## config.mk

```make
export PLATFORM = sky130hd
export DESIGN_NAME = alu_flag_stage
export DESIGN_NICKNAME = d
export VERILOG_FILES = /design/src/rtl/alu_flag_stage.sv
export SDC_FILE = /design/constraint.sdc
export NUM_CORES = 1
export LEC_CHECK = 0
export CORE_MARGIN = 8
export CORE_UTILIZATION = 48
export CTS_CLUSTER_SIZE = 24
export DETAILED_ROUTE_END_ITERATION = 6
export PLACE_DENSITY_LB_ADDON = 0.25
export SYNTH_ARGS = -nofsm -noshare
export SYNTH_HDL_FRONTEND = slang
export SYNTH_SLANG_ARGS = --single-unit
export TNS_END_PERCENT = 1
```

## constraint.sdc

```tcl
create_clock -name clk -period 1.6 [get_ports clk]
set_input_delay 0.48 -clock clk [delete_from_list [all_inputs] [get_ports clk]]
set_output_delay 0.48 -clock clk [all_outputs]
set_load 0.1 [all_outputs]
```

## src/rtl/alu_flag_stage.sv

```systemverilog
// alu_flag_stage: derives NZCV for each ALU result, buffers results in a 2-entry queue, owns the architectural flags
module alu_flag_stage #(
    parameter int WIDTH = 4,
    parameter int CNT_W = 8
) (
    input  logic             clk,
    input  logic             rst_n,
    input  logic             in_valid,
    output logic             in_ready,
    input  logic [WIDTH-1:0] in_result,
    input  logic             in_cout,
    input  logic [1:0]       in_ctrl,
    input  logic             in_a_msb,
    input  logic             in_b_msb,
    input  logic             in_setflags,
    output logic             out_valid,
    input  logic             out_ready,
    output logic [WIDTH-1:0] out_result,
    output logic [3:0]       out_flags,
    output logic [3:0]       nzcv,
    output logic [CNT_W-1:0] retire_count
);
    logic [1:0]       count;
    logic [WIDTH-1:0] tail_result;
    logic [3:0]       tail_flags;
    logic             tail_sf;
    logic             head_sf;
    logic             res_msb;
    logic             c;
    logic             v;
    logic [3:0]       new_flags;
    logic             acc;
    logic             ret;
    assign in_ready  = count != 2'd2;
    assign out_valid = count != 2'd0;
    assign acc       = in_valid && in_ready;
    assign ret       = out_valid && out_ready;
    assign res_msb   = in_result[WIDTH-1];
    assign c         = in_ctrl[1] ? 1'b0 : in_cout;
    assign v         = in_ctrl == 2'b00 ? (in_a_msb == in_b_msb) && (res_msb != in_a_msb) :
                       in_ctrl == 2'b01 ? (in_a_msb != in_b_msb) && (res_msb != in_a_msb) : 1'b0;
    assign new_flags = {res_msb, in_result == '0, c, v};
    // head registers drive the outputs directly; tail is only written when the head is occupied and staying
    always_ff @(posedge clk or negedge rst_n) begin
        if (!rst_n) begin
            count        <= 2'd0;
            out_result   <= '0;
            out_flags    <= 4'b0000;
            head_sf      <= 1'b0;
            tail_result  <= '0;
            tail_flags   <= 4'b0000;
            tail_sf      <= 1'b0;
            nzcv         <= 4'b0000;
            retire_count <= '0;
        end else begin
            count <= count + {1'b0, acc} - {1'b0, ret};
            if (ret && count == 2'd2) begin
                out_result <= tail_result;
                out_flags  <= tail_flags;
                head_sf    <= tail_sf;
            end else if (acc && (count == 2'd0 || ret)) begin
                out_result <= in_result;
                out_flags  <= new_flags;
                head_sf    <= in_setflags;
            end
            if (acc && count == 2'd1 && !ret) begin
                tail_result <= in_result;
                tail_flags  <= new_flags;
                tail_sf     <= in_setflags;
            end
            if (ret && head_sf)
                nzcv <= out_flags;
            if (ret)
                retire_count <= retire_count + 1'b1;
        end
    end
endmodule

```

==> results of run 1 <==
[state kept, by name (all words and copies together) (netlist names)]
| signal | cells |
|---|---|
| out_flags | 3 |
| count | 2 |
| out_result | 4 |
| retire_count | 8 |
| tail_result | 4 |
| head_sf | 1 |
| nzcv | 4 |
| tail_flags | 3 |
| tail_sf | 1 |
[how the worst min path moves through the flow]
stage | startpoint | endpoint | slack (ns) | cells after the start
global placement | tail_flags[0] | tail_flags[0] | 0.46 | 2
CTS | tail_flags[1] | tail_flags[1] | 0.49 | 2
floorplan | rst_n | count[0] | 0.18 | 0
detailed placement | tail_flags[1] | tail_flags[1] | 0.47 | 2
global route | rst_n | retire_count[3] | 0.50 | 2
finish | tail_flags[1] | tail_flags[1] | 0.49 | 2
[metrics by stage]
stage	TNS [ns]	instances	util	hold WS [ns]
2_1_floorplan	-0.384	125	-	0.184
6_report	-0.164	219	0.788	0.487
4_1_cts	-0.215	218	0.784	0.494
5_1_grt	-0.298	219	0.788	0.500
3_3_place_gp	-5.66	208	0.739	0.462
3_5_place_dp	-6.92	208	0.739	0.473
[synth_stat cells (4+ instances only)]
cell type  number
a21oi_2         5
nand3_1         4
mux2_4          4
xnor2_1         7
o21ai_0         5
mux2_1          4
mux2i_1         9
nand2b_1        4
nor2_1          9
nand2_1        12
buf_4           4
dfrtp_1        30
[worst reg2reg max path, cell delays in order (launching register included)]
cell	delay (ns)
dfrtp_2	0.44
buf_4	0.16
nand3b_1	0.29
buf_4	0.24
mux2i_1	0.20
a21oi_2	0.08
[layer usage]
metal	vias to the layer above	GRT usage	share of wire
li1	544	-	-
met5	-	0	0
met1	548	0.142	0.40
met2	33	0.245	0.52
met4	0	0.0785	0.023
met3	8	0.0530	0.063
[area by class of cell]
| class | instances | area [um2] |
|---|---|---|
| Fill cell | 189 | 632 |
| Timing Repair Buffer | 59 | 771 |
| Clock inverter | 2 | 60.1 |
| Multi-Input combinational cell | 87 | 658 |
| Tap cell | 33 | 41.3 |
| Clock buffer | 6 | 51.3 |
| Sequential cell | 30 | 757 |
| Inverter | 2 | 7.51 |
[repair_timing]
item	in CTS	in global routing
buffers inserted	2	1
gates resized for setup	3	1
endpoints found under the setup margin	2	8
[kinds of logic after synthesis]
group,after synthesis
buffers and inverters,8
muxes,20
xor gates and xnor gates,10
adders and majority gates,2
DFF,30
and+or+nand+nor,41
AOI/OAI and AO/OA,14
==> summary.md, run 1 <==
| Metric | Value |
|---|---|
| Worst rel slew slack | 0.819 |
| Compound-Gate Fraction of Synth Area | 0.0666 |
| ANT cells | 0 |
| Post-synthesis adder-cell area fraction | 0.0171 |
| Critical Path Sink Type | output port |
| Max cap viols | 0 |
| Overflow after GRT | 0 |
| H-tree depth | 2 |
| Main combinational cell family by area after synthesis | multiplexers |
| Detail Route Antenna Nets | 0 |
| CP delay by family, top | flip-flops |
| RSZ-0062 raised after global routing | true |
| Synth Area in XOR/XNOR | 0.0597 |
| Crit Path Max Fanout | 5 |
| CTS tree | built |
| Largest net degree at the start of global routing | 31 |
| Pre-CTS setup slack | -0.310 ns |
| Maximum clock path buffer count | 2 |
| Highest-delay cell along the critical path | dfrtp_2 |
| First-pass GRT wire length | 5670 um |
| Post-Synth Simple-Gate Area | 0.148 |
| Mapped Nets | around 140 |
| Total Die Area | 5080 um2 |
| Initial DRC count | 58 |
| CP endpoint | out_valid |
| IO Count | 36 |
| Post-DP HPWL | 2550 um |
| Crit-path max cell delay | ~0.45 ns |
| Initial antenna violation count | 0 |
| Status | finished with violations |
| Num CTS Buffers | 5 |
| Slew Limit Fails | 0 |
| DRC | 0 |
| Fmax | ~600 MHz |
| Yosys top cell area share | 0.512 |
| Worst path buffer plus inverter count | 1 |
| Vias in the first global route | around 1300 |
| Number of cells on the critical path | 2 |
| Ys async rst share | 1.00 |
| Drt via density | approximately 5.2 |
| WL per Instance | between 15 and 20 um |
| Yosys Warn Count | 0 |
| Worst hold-check path type | flip-flop to flip-flop |
| Core box area | between 2000 and 3000 um2 |
| Gr usage total | 0.141 |
| Synth area leader | dfrtp_1 |
| Capturing point of the worst reg2reg path | out_result[1] |
| Starting density of the core | 0.492 |
| Nets@finish | 201 |
| CP Launch Point | count[1] |
| Mux contribution to synthesized area | 0.156 |
| Final Hold Viols | 0 |
| Layout area overhead | 60.0% |
| Cells after Synth | 125 |
| PnR worst setup slack | -0.0820 ns |
| Initial DRT Pass Iterations | 4 |
| Data required, critical path | approximately 1.1 ns |
| Final min period | roughly 1.7 ns |
| Syn Area/Cell | ~12 um2 |
| Worst r2r src | count[0] |
| Num Clock Sinks | 30 |
| Top area cells in the synthesized netlist | dfrtp_1 51%, mux2i_1 6.1%, xnor2_1 4.2%, mux2_4 4.1%, mux2_1 3.1% |
| Critical path type | flip-flop to output port |
| Input/output buffers | 35 |
| Synthesis-stage register bit count | 30 |
| Yosys cell types | 30 |
| Post-synth top flop | dfrtp_1 |
| Most frequent cells in the layout | 25 x dfrtp_1, 23 x buf_12, 21 x buf_4 |
| Count of final setup violators | 2 |
| Worst-path cell chain | or2_4, buf_12 |
| Routability cong. | between 0.7 and 0.8 |
| Row count | 20 |
| Share of cells above drive strength 1 | 0.419 |
| Skew final | between 0.009 and 0.01 ns |
| Clock transition at path regs | about 0.09 ns |
| CP Launch Type | flip-flop |
| Fin crit share | 1.05 |
| R2r worst-path depth | 5 |
| Worst slew pin tran | 0.271 ns |
| CP Data Arrival Time | 1.20 ns |
| Clock Latency Late Sink | about 0.33 ns |
| Post-place instance area | around 2200 um2 |
| Commonest non-fill, non-tap cell in the layout | dfrtp_1 |
| Die Y | between 70 and 80 um |
| Seq/Total Area, Yosys | 0.512 |
| Clk root buf | clkbuf_4 |
| Cell Area, Synth | 1470 um2 |
| Hold buffers post-CTS | 0 |
| EDFF count, synth | 0 |
| Worst reg2reg setup slack | 0.10 ns |
| Final Cell Area | around 2300 um2 |
| Failing checks | setup timing |
| WL final | between 3000 and 4000 um |
| Die extent in x | a little over 70 um |
| Routed vias | between 1000 and 1500 |
Power of run 1 is left out: the tool's default activity adds up to more than one toggle a clock period on the data nets, which glitch-free logic cannot reach.
==> inputs of run 2 (changes only) <==
CTS_CLUSTER_SIZE = not set   (was 24)
==> results of run 2 <==
No change in the layout: final DEF, timing and power equal those of run 1.
Power of run 2 is left out for the same reason.
